==> config.mk <==
export PLATFORM = sky130hd
export DESIGN_NAME = syscall_input_unit
export DESIGN_NICKNAME = d
export VERILOG_FILES = /design/src/rtl/sys_pkg.sv /design/src/rtl/sys_byte_fifo.sv /design/src/rtl/syscall_input_unit.sv
export SDC_FILE = /design/constraint.sdc
export NUM_CORES = 1
export LEC_CHECK = 0
export ABC_AREA = 1
export CAP_MARGIN = 20
export CELL_PAD_IN_SITES_DETAIL_PLACEMENT = 0
export CELL_PAD_IN_SITES_GLOBAL_PLACEMENT = 2
export CORE_MARGIN = 5
export CORE_UTILIZATION = 35
export DETAILED_ROUTE_END_ITERATION = 7
export GPL_TIMING_DRIVEN = 0
export PLACE_DENSITY_LB_ADDON = 0.1
export SYNTH_ARGS = -nofsm -noshare
export SYNTH_HDL_FRONTEND = slang
export SYNTH_HIERARCHICAL = 1
export SYNTH_SLANG_ARGS = --single-unit
==> constraint.sdc <==
create_clock -name clk -period 3.5 [get_ports clk]
set_input_delay 0.525 -clock clk [delete_from_list [all_inputs] [get_ports clk]]
set_output_delay 0.525 -clock clk [all_outputs]
set_load 0.1 [all_outputs]
==> src/rtl/sys_pkg.sv <==
`default_nettype none
// ============================================================================
//  Module   : sys_pkg
//  Purpose  : Shared syscall codes, ASCII constants and read-FSM state type
//  Revision : 1.0 - initial release
// ============================================================================
package sys_pkg;

    localparam int unsigned SYSCALL_ID = 26;

    localparam logic [31:0] SC_PRINT_INT   = 32'd1;
    localparam logic [31:0] SC_PRINT_HEX   = 32'd2;
    localparam logic [31:0] SC_PRINT_BIN   = 32'd3;
    localparam logic [31:0] SC_PRINT_STR   = 32'd4;
    localparam logic [31:0] SC_PRINT_CHR   = 32'd5;
    localparam logic [31:0] SC_EXIT        = 32'd6;
    localparam logic [31:0] SC_EXIT_CODE   = 32'd7;
    localparam logic [31:0] SC_PRINT_UINT  = 32'd8;
    localparam logic [31:0] SC_READ_INT    = 32'd9;
    localparam logic [31:0] SC_READ_STR    = 32'd10;
    localparam logic [31:0] SC_READ_CHR    = 32'd11;

    localparam logic [7:0] ASCII_NL    = 8'h0A;
    localparam logic [7:0] ASCII_SP    = 8'h20;
    localparam logic [7:0] ASCII_MINUS = 8'h2D;
    localparam logic [7:0] ASCII_ZERO  = 8'h30;
    localparam logic [7:0] ASCII_NINE  = 8'h39;

    typedef enum logic [2:0] {
        IDLE   = 3'd0,
        RD_INT = 3'd1,
        RD_STR = 3'd2,
        RD_CHR = 3'd3,
        DONE   = 3'd4
    } rd_state_t;

    function automatic logic is_read_code(input logic [31:0] code);
        return (code == SC_READ_INT) || (code == SC_READ_STR) || (code == SC_READ_CHR);
    endfunction

endpackage
`default_nettype wire

==> src/rtl/sys_byte_fifo.sv <==
`default_nettype none
// ============================================================================
//  Module   : sys_byte_fifo
//  Purpose  : First-word-fall-through byte FIFO, power-of-two depth
//  Revision : 1.0 - initial release
// ============================================================================
module sys_byte_fifo #(
    parameter int DEPTH = 16
) (
    input  logic       clk,
    input  logic       reset,
    input  logic       push,
    input  logic [7:0] push_data,
    input  logic       pop,
    output logic [7:0] head,
    output logic       full,
    output logic       empty
);

    localparam int AW = $clog2(DEPTH);
    localparam logic [AW:0] FULL_CNT = (AW+1)'(DEPTH);

    logic [7:0]    mem_q [DEPTH];
    logic [AW-1:0] wr_ptr_q, wr_ptr_d;
    logic [AW-1:0] rd_ptr_q, rd_ptr_d;
    logic [AW:0]   count_q, count_d;
    logic          do_push, do_pop;

    assign full    = (count_q == FULL_CNT);
    assign empty   = (count_q == '0);
    assign do_push = push && !full;
    assign do_pop  = pop && !empty;
    assign head    = mem_q[rd_ptr_q];

    // Pointers wrap for free because DEPTH is a power of two.
    always_comb begin
        wr_ptr_d = wr_ptr_q;
        rd_ptr_d = rd_ptr_q;
        count_d  = count_q;
        if (do_push) wr_ptr_d = wr_ptr_q + 1'b1;
        if (do_pop)  rd_ptr_d = rd_ptr_q + 1'b1;
        if (do_push && !do_pop)      count_d = count_q + 1'b1;
        else if (do_pop && !do_push) count_d = count_q - 1'b1;
    end

    always_ff @(posedge clk or negedge reset) begin
        if (!reset) begin
            wr_ptr_q <= '0;
            rd_ptr_q <= '0;
            count_q  <= '0;
        end else begin
            wr_ptr_q <= wr_ptr_d;
            rd_ptr_q <= rd_ptr_d;
            count_q  <= count_d;
        end
    end

    always_ff @(posedge clk) begin
        if (do_push) mem_q[wr_ptr_q] <= push_data;
    end

endmodule
`default_nettype wire

==> src/rtl/syscall_input_unit.sv <==
`default_nettype none
// ============================================================================
//  Module   : syscall_input_unit
//  Purpose  : Console input side of the syscall interface (read int/str/char)
//  Revision : 1.0 - initial release
// ============================================================================
module syscall_input_unit #(
    parameter int FIFO_DEPTH = 16,
    parameter int SYSCALL_ID = 26
) (
    input  logic        clk,
    input  logic        reset,
    input  logic [31:0] instr_ID,
    input  logic [31:0] rs,
    input  logic [7:0]  in_data,
    input  logic        in_valid,
    output logic        in_ready,
    output logic [31:0] rd,
    output logic        rd_valid,
    output logic        stall
);

    import sys_pkg::*;

    rd_state_t   state_q, state_d;
    logic [31:0] acc_q, acc_d;
    logic [31:0] rd_q, rd_d;
    logic        neg_q, neg_d;
    logic [1:0]  cnt_q, cnt_d;

    logic        req, in_read, pop;
    logic        fifo_full, fifo_empty;
    logic [7:0]  head;
    logic        is_digit, is_space;
    logic [31:0] digit, acc_next, str_byte;

    sys_byte_fifo #(.DEPTH(FIFO_DEPTH)) u_fifo (
        .clk       (clk),
        .reset     (reset),
        .push      (in_valid),
        .push_data (in_data),
        .pop       (pop),
        .head      (head),
        .full      (fifo_full),
        .empty     (fifo_empty)
    );

    assign req      = (instr_ID == 32'(SYSCALL_ID)) && is_read_code(rs);
    assign in_read  = (state_q == RD_INT) || (state_q == RD_STR) || (state_q == RD_CHR);
    assign pop      = in_read && !fifo_empty;
    assign stall    = (req && (state_q == IDLE)) || in_read;
    assign rd_valid = (state_q == DONE);
    assign rd       = rd_q;
    assign in_ready = !fifo_full;

    assign is_digit = (head >= ASCII_ZERO) && (head <= ASCII_NINE);
    assign is_space = (head == ASCII_SP) || (head == ASCII_NL);
    assign digit    = {24'h0, head - ASCII_ZERO};
    assign acc_next = acc_q * 32'd10 + digit;
    assign str_byte = {head, 24'h0} >> {cnt_q, 3'b000};

    // In RD_INT a non-zero cnt means a sign or digit has been seen, so
    // whitespace and '-' are no longer leading.
    always_comb begin
        state_d = state_q;
        acc_d   = acc_q;
        rd_d    = rd_q;
        neg_d   = neg_q;
        cnt_d   = cnt_q;
        case (state_q)
            IDLE: begin
                if (req) begin
                    acc_d = '0;
                    neg_d = 1'b0;
                    cnt_d = '0;
                    if (rs == SC_READ_INT)      state_d = RD_INT;
                    else if (rs == SC_READ_STR) state_d = RD_STR;
                    else                        state_d = RD_CHR;
                end
            end
            RD_INT: begin
                if (pop) begin
                    if (cnt_q == 2'd0 && is_space) begin
                        state_d = RD_INT;
                    end else if (cnt_q == 2'd0 && head == ASCII_MINUS) begin
                        neg_d = 1'b1;
                        cnt_d = 2'd1;
                    end else if (is_digit) begin
                        acc_d = acc_next;
                        cnt_d = 2'd1;
                    end else begin
                        rd_d    = neg_q ? (32'd0 - acc_q) : acc_q;
                        state_d = DONE;
                    end
                end
            end
            RD_STR: begin
                if (pop) begin
                    if (head == ASCII_NL) begin
                        rd_d    = acc_q;
                        state_d = DONE;
                    end else begin
                        acc_d = acc_q | str_byte;
                        cnt_d = cnt_q + 2'd1;
                        if (cnt_q == 2'd3) begin
                            rd_d    = acc_q | str_byte;
                            state_d = DONE;
                        end
                    end
                end
            end
            RD_CHR: begin
                if (pop) begin
                    rd_d    = {24'h0, head};
                    state_d = DONE;
                end
            end
            DONE:    state_d = IDLE;
            default: state_d = IDLE;
        endcase
    end

    always_ff @(posedge clk or negedge reset) begin
        if (!reset) begin
            state_q <= IDLE;
            acc_q   <= '0;
            rd_q    <= '0;
            neg_q   <= 1'b0;
            cnt_q   <= '0;
        end else begin
            state_q <= state_d;
            acc_q   <= acc_d;
            rd_q    <= rd_d;
            neg_q   <= neg_d;
            cnt_q   <= cnt_d;
        end
    end

endmodule
`default_nettype wire
==> metrics.txt, run 1 <==
Worst Path Arrival=slightly above 4000 ps; I/O pins=110; via-per-instance ratio=4.98; Routability Congestion=around 0.86; unrepaired setup endpoints after global routing=true; final period utilization=105%; gr ovfl total=0; initial antenna violation count=0; H-tree Lvls=1; worst hold slack=between 400 and 500 ps; total wire length=between 50000 and 60000 um; Area growth syn-to-layout=24.3%; Yosys warnings=6; worst slew pin tran=1030 ps; fin. max-slew vios=0; critical path endpoint category=flop; Avg WL per Cell=19.1 um; Mapped Area=around 15000 sq um; final instance area=18100 sq um; Syn Inst Count=about 2000; async set-reset flop share out of synthesis=around two fifths; post-synthesis register bit count=211; vias in the first global route=about 13000; CORE AREA=between 40000 and 50000 sq um; Nets=2330; EDFF count, synth=roughly 130; via count=roughly 14000; setup ws final=-187 ps; Post-DP Area=approximately 16000 sq um; TritonCTS Buffers=27; max cap viols=0; Max Clock Freq=approximately 270 MHz; Fin Clk Skew=19.1 ps; port bufs=about 110; Synth Net Count=around 2200; Distinct cells, synth=50; worst-path fanout max=6; total die area=between 40000 and 50000 sq um; status=finished, violations left; placed insts=approximately 2600; largest net degree at the start of global routing=60; global-route wire length before repair=about 80000 um; Die Y=between 200 and 250 um; Critical Path RT=3960 ps; DRC violations left=0; Finished Layout Cells=~2700; Crit path largest cell delay=roughly 420 ps; CP max stage cell=dfrtp_1; Post-DRT Antenna Nets=0; Cell Rows=74; commonest non-fill, non-tap cell in the layout=nand2_1; Worst VDD drop=around 0.00037 V; clk root buf=clkbuf_16; Setup CP Type=flop to flop; Syn Area/Cell=between 7 and 8 sq um; commonest cells after routing, fill and taps aside=nand2_1, inv_1, nor2_1, nand3_1, edfxtp_1; type of the most critical hold path=primary input to asynchronous set/reset pin; Worst-Skew Late Latency=570 ps; Clk pin slew, worst setup/hold paths=approximately 60 ps; failing checks=setup timing; Primary FF master, synth=edfxtp_1; Static Leakage=~0.0084 uW; Slew headroom=between 30 and 40%; Initial Util=35.6%; Total GRT Usage=a little over a fifth; first drt pass iteration count=5; CTS sink cnt=between 200 and 250; DP HPWL=39500 um; min cycle time layout=approximately 3700 ps; initial drt markers=between 900 and 1000; Die W=between 200 and 250 um; final setup vio count=13; setup_tns=-1500 ps; Final Hold Vio Count=0; Pwr Density=375 nW/um^2; CTS tree=done; deepest clock path buffer count=3; pre-CTS setup slack=-1000 ps; Ant. Diodes=0; register area share after synthesis=around 40%; layout cells sized above 1=about an eighth; CP Launch Type=flop
-- what timing repair did --
item,CTS,global route
setup buffers,17,14
pin swaps,38,30
hold buffers,1,0
setup endpoints to repair,66,63
gates cloned,2,0
endpoints found under the hold margin,24,0
gates resized for setup,119,76
-- through the flow --
| step | utilization [%] | total power, uW |
|---|---|---|
| after floorplan | - | 3550 |
| after global placement | 39.9 | 3920 |
| after detailed placement | 39.9 | 3940 |
| after CTS | 43.4 | 6790 |
| after global routing | 44.2 | 7130 |
| final | 44.2 | 6800 |
-- synthesized netlist by cell type (2+ instances only) --
| library cell | number | area share [%] |
|---|---|---|
| a21boi_1 | 3 | 0.15 |
| a21oi_1 | 90 | 3.1 |
| a21oi_2 | 3 | 0.18 |
| a22oi_1 | 11 | 0.57 |
| a2bb2oi_1 | 2 | 0.12 |
| a31oi_1 | 14 | 0.60 |
| a41oi_1 | 4 | 0.24 |
| and2_1 | 5 | 0.21 |
| buf_2 | 20 | 0.69 |
| buf_4 | 8 | 0.41 |
| buf_6 | 5 | 0.39 |
| clkbuf_1 | 18 | 0.46 |
| clkinv_1 | 3 | 0.077 |
| dfrtp_1 | 83 | 14 |
| edfxtp_1 | 128 | 26 |
| fa_1 | 3 | 0.41 |
| ha_1 | 77 | 6.6 |
| inv_1 | 248 | 6.4 |
| inv_2 | 18 | 0.46 |
| nand2_1 | 618 | 16 |
| nand2_2 | 18 | 0.77 |
| nand3_1 | 176 | 6.0 |
| nand3_2 | 6 | 0.41 |
| nand3b_1 | 4 | 0.21 |
| nand4_1 | 21 | 0.90 |
| nor2_1 | 210 | 5.4 |
| nor2_2 | 12 | 0.51 |
| nor2_4 | 5 | 0.39 |
| nor2_8 | 2 | 0.27 |
| nor3_1 | 10 | 0.34 |
| nor3_2 | 2 | 0.14 |
| nor4_1 | 17 | 0.73 |
| o211ai_1 | 3 | 0.15 |
| o21ai_0 | 109 | 3.7 |
| o21ai_1 | 3 | 0.10 |
| o21bai_1 | 2 | 0.10 |
| o22ai_1 | 3 | 0.13 |
| o31ai_1 | 10 | 0.51 |
| xnor2_1 | 5 | 0.30 |
| xor2_1 | 13 | 0.78 |
-- worst max-delay path, delay by kind of cell (launching register included) --
family                   cells  cell delay, ps
adder cells (fa/ha/maj)      2             540
AND/OR/NAND/NOR             16            1870
AO/OA/AOI/OAI                2             180
flip-flops                   1             420
buffers and inverters        5             560
-- cell families (layout without fill, tap and decap cells) --
family | Yosys count | count (layout) | synth area share (%)
AOI/OAI and AO/OA | 261 | 261 | 9.93
xor gates and xnor gates | 18 | 18 | 1.08
and+or+nand+nor | 1110 | 1110 | 32.5
adders and majority gates | 80 | 80 | 7.01
DFF | 211 | 211 | 40.6
buffers and inverters | 322 | 513 | 8.92
-- per-layer routing --
| metal | up-vias | routed length (um) | global-route usage, % |
|---|---|---|---|
| met4 | 0 | 1170 | 4.53 |
| met1 | 6362 | 23100 | 28.4 |
| li1 | 6898 | - | - |
| met5 | - | 0 | 0 |
| met3 | 61 | 1760 | 2.27 |
| met2 | 249 | 25900 | 39.2 |
-- path summary, 6_finish.rpt --
check                                               start  slack (ps)  cells past startpoint               endpoint
setup / recovery           u_fifo/rd_ptr_q[0]$_DFFE_PN0P_        -190                     25  acc_q[26]$_DFFE_PN0P_
hold / removal                                      reset         440                      2     rd[31]$_DFFE_PN0P_
setup reg to reg           u_fifo/rd_ptr_q[0]$_DFFE_PN0P_        -190                     25  acc_q[26]$_DFFE_PN0P_
hold reg to reg                        rd[28]$_DFFE_PN0P_         490                      2     rd[28]$_DFFE_PN0P_
max in group asynchronous                           reset        2360                      3   acc_q[5]$_DFFE_PN0P_
min in group clk                       rd[28]$_DFFE_PN0P_         490                      2     rd[28]$_DFFE_PN0P_
-- power breakdown --
part	switching, uW	internal, uW
Clock	1110	1600
Sequential	82.3	2840
Combinational	729	439
Total	1920	4880
-- registers in the layout, indices dropped and copies added, names as in the netlist --
signal / cells
u_fifo/mem_q: 128
rd: 32
u_fifo/count_q: 5
acc_q: 32
cnt_q: 2
neg_q: 1
state_q: 3
u_fifo/rd_ptr_q: 4
u_fifo/wr_ptr_q: 4
-- cell type report --
type	instances	area, sq um
Multi-Input combinational cell	1469	7870
Sequential cell	211	5930
Tap cell	532	666
Buffer	53	410
Timing Repair Buffer	144	1390
Clock buffer	34	722
Fill cell	4197	22900
Clock inverter	13	128
Inverter	269	1040
Note: power is estimated with default switching activity, not from simulation.
==> run 2, diff against run 1 <==
--- a/config.mk
+++ b/config.mk
@@ -14,6 +14,7 @@
 export DETAILED_ROUTE_END_ITERATION = 7
 export GPL_TIMING_DRIVEN = 0
 export PLACE_DENSITY_LB_ADDON = 0.1
+export SLEW_MARGIN = 20
 export SYNTH_ARGS = -nofsm -noshare
 export SYNTH_HDL_FRONTEND = slang
 export SYNTH_HIERARCHICAL = 1
==> metrics.txt, run 2 (synthesized netlist as in run 1, its figures left out) <==
status=finished, violations left (unchanged); failing checks=setup timing (unchanged); DRC violations left=0 (unchanged); total die area=45900 sq um (unchanged); Static Leakage=0.00836 uW (about the same); vias in the first global route=13110 (was 13101); Post-DRT Antenna Nets=0 (unchanged); Pwr Density=375 nW/um^2 (about the same); Area growth syn-to-layout=24.4% (was 24.3%); Die Y=214 um (unchanged); deepest clock path buffer count=3 (unchanged); initial antenna violation count=0 (unchanged); Worst Path Arrival=4140 ps (was 4150 ps); global-route wire length before repair=78500 um (about the same); final setup vio count=13 (unchanged); DP HPWL=39500 um (about the same); Final Hold Vio Count=0 (unchanged); clk root buf=clkbuf_16 (unchanged); CTS sink cnt=211 (unchanged); layout cells sized above 1=12.6% (unchanged); Routability Congestion=0.859 (unchanged); Slew headroom=31.2% (unchanged); I/O pins=110 (unchanged); TritonCTS Buffers=27 (unchanged); register area=5930 sq um (unchanged); largest net degree at the start of global routing=60 (unchanged); gr ovfl total=0 (unchanged); Finished Layout Cells=2725 (unchanged); via-per-instance ratio=5.00 (was 4.98); Avg WL per Cell=19.1 um (about the same); Most flops, register=u_fifo/mem_q (unchanged); Die W=214 um (unchanged); H-tree Lvls=1 (unchanged); min cycle time layout=3680 ps (was 3690 ps); Total GRT Usage=21.8% (about the same); first drt pass iteration count=5 (unchanged); via count=13618 (was 13570); commonest non-fill, non-tap cell in the layout=nand2_1 (unchanged); placed insts=2644 (unchanged); max cap viols=0 (unchanged); Setup CP Type=flop to flop (unchanged); Max Clock Freq=272 MHz (was 271 MHz); # fillers=4200 (was 4197); total wire length=51900 um (about the same); max FFs per register=128 (unchanged); CTS tree=done (unchanged); worst-path fanout max=6 (unchanged); CORE AREA=41000 sq um (unchanged); final period utilization=105% (about the same); Fin Clk Skew=17.6 ps (was 19.1 ps); initial drt markers=883 (was 921); area of the multi-input gates=7870 sq um (unchanged); Worst-Skew Late Latency=570 ps (about the same); commonest cells after routing, fill and taps aside=nand2_1, inv_1, nor2_1, nand3_1, edfxtp_1 (unchanged); port bufs=109 (unchanged); setup_tns=-1440 ps (was -1500 ps); Clk pin slew, worst setup/hold paths=60 ps (about the same); pre-CTS setup slack=-1000 ps (unchanged); Critical Path RT=3960 ps (about the same); unrepaired setup endpoints after global routing=true (unchanged); type of the most critical hold path=primary input to asynchronous set/reset pin (unchanged); Worst VDD drop=0.000369 V (was 0.000370 V); setup ws final=-183 ps (was -187 ps); Nets=2330 (unchanged); Cell Rows=74 (unchanged); critical path endpoint category=flop (unchanged); fin. max-slew vios=0 (unchanged); Initial Util=35.6% (unchanged); worst slew pin tran=1030 ps (about the same); Finished Core Util=44.2% (about the same); Ant. Diodes=0 (unchanged); CP Launch Type=flop (unchanged)
==> run 2: cell types whose count changed in the layout (fill, tap and decap cells not counted) <==
cell	change
buf_4	-1
buf_6	+1
==> run 2: timing repair <==
action                     in CTS  in global routing
gates resized for setup       119                 76
cloned                          2                  0
pin swaps                      38                 30
buffers inserted               17                 14
hold buffers                    1                  0
setup endpoints to repair      66                 63
hold endpoints to repair       24                  0
==> run 2: metal layers <==
layer,GRT usage [%],vias up,wire (um)
met3,2.27,60,2020
met4,4.53,0,1170
li1,-,6894,-
met2,39.2,266,25900
met1,28.4,6398,22800
met5,0,-,0
==> run 2: area by class of cell <==
class / count / share of cell area (%)
tap: 532 / 3.67
clock inverter: 13 / 0.703
timing repair buffer: 144 / 7.67
sequential: 211 / 32.6
multi-input combinational: 1469 / 43.4
buffer: 53 / 2.26
clock buffer: 34 / 3.98
inverter: 269 / 5.71
==> run 2: final timing paths <==
path | to | cells past startpoint | startpoint | slack (ps)
setup / recovery | acc_q[26]$_DFFE_PN0P_ | 25 | u_fifo/rd_ptr_q[0]$_DFFE_PN0P_ | -180
hold / removal | rd[31]$_DFFE_PN0P_ | 2 | reset | 400
setup reg to reg | acc_q[26]$_DFFE_PN0P_ | 25 | u_fifo/rd_ptr_q[0]$_DFFE_PN0P_ | -180
hold reg to reg | rd[28]$_DFFE_PN0P_ | 2 | rd[28]$_DFFE_PN0P_ | 490
max in group asynchronous | acc_q[5]$_DFFE_PN0P_ | 3 | reset | 2450
min in group clk | rd[28]$_DFFE_PN0P_ | 2 | rd[28]$_DFFE_PN0P_ | 490
==> run 2: per-stage QoR <==
stage / instance area [sq um] / hold slack (ps) / power, uW
global route: 18100 / 431 / 7130
CTS: 17800 / 393 / 6790
floorplan: 14600 / 229 / 3550
detailed placement: 16400 / 433 / 3940
finish: 18100 / 401 / 6810
global placement: 16400 / 469 / 3920
==> run 2: critical path, cell delays in order (launching register included) <==
cell        delay, ps
dfrtp_1           420
buf_6             170
inv_8              90
buf_6             120
nand2_2            50
nand3_2            50
nand2_1            60
nor2_2            180
nand2_2           110
nand2_8           140
clkinvlp_4        130
ha_4              250
ha_4              290
inv_1              40
o21ai_1           130
nand2_1            70
nand4_1           210
nand3_2           160
nor2_4            140
nand2_4            90
nor2_4            150
nand2_4            90
nor2_4            160
nand3_1           100
nand3_2           100
a21oi_2            50
==> run 2: report_power, final <==
group	switching [uW]	total, uW	internal [uW]
combinational	730	1170	439
sequential	82.3	2920	2840
clock	1110	2710	1600
total	1920	6810	4880
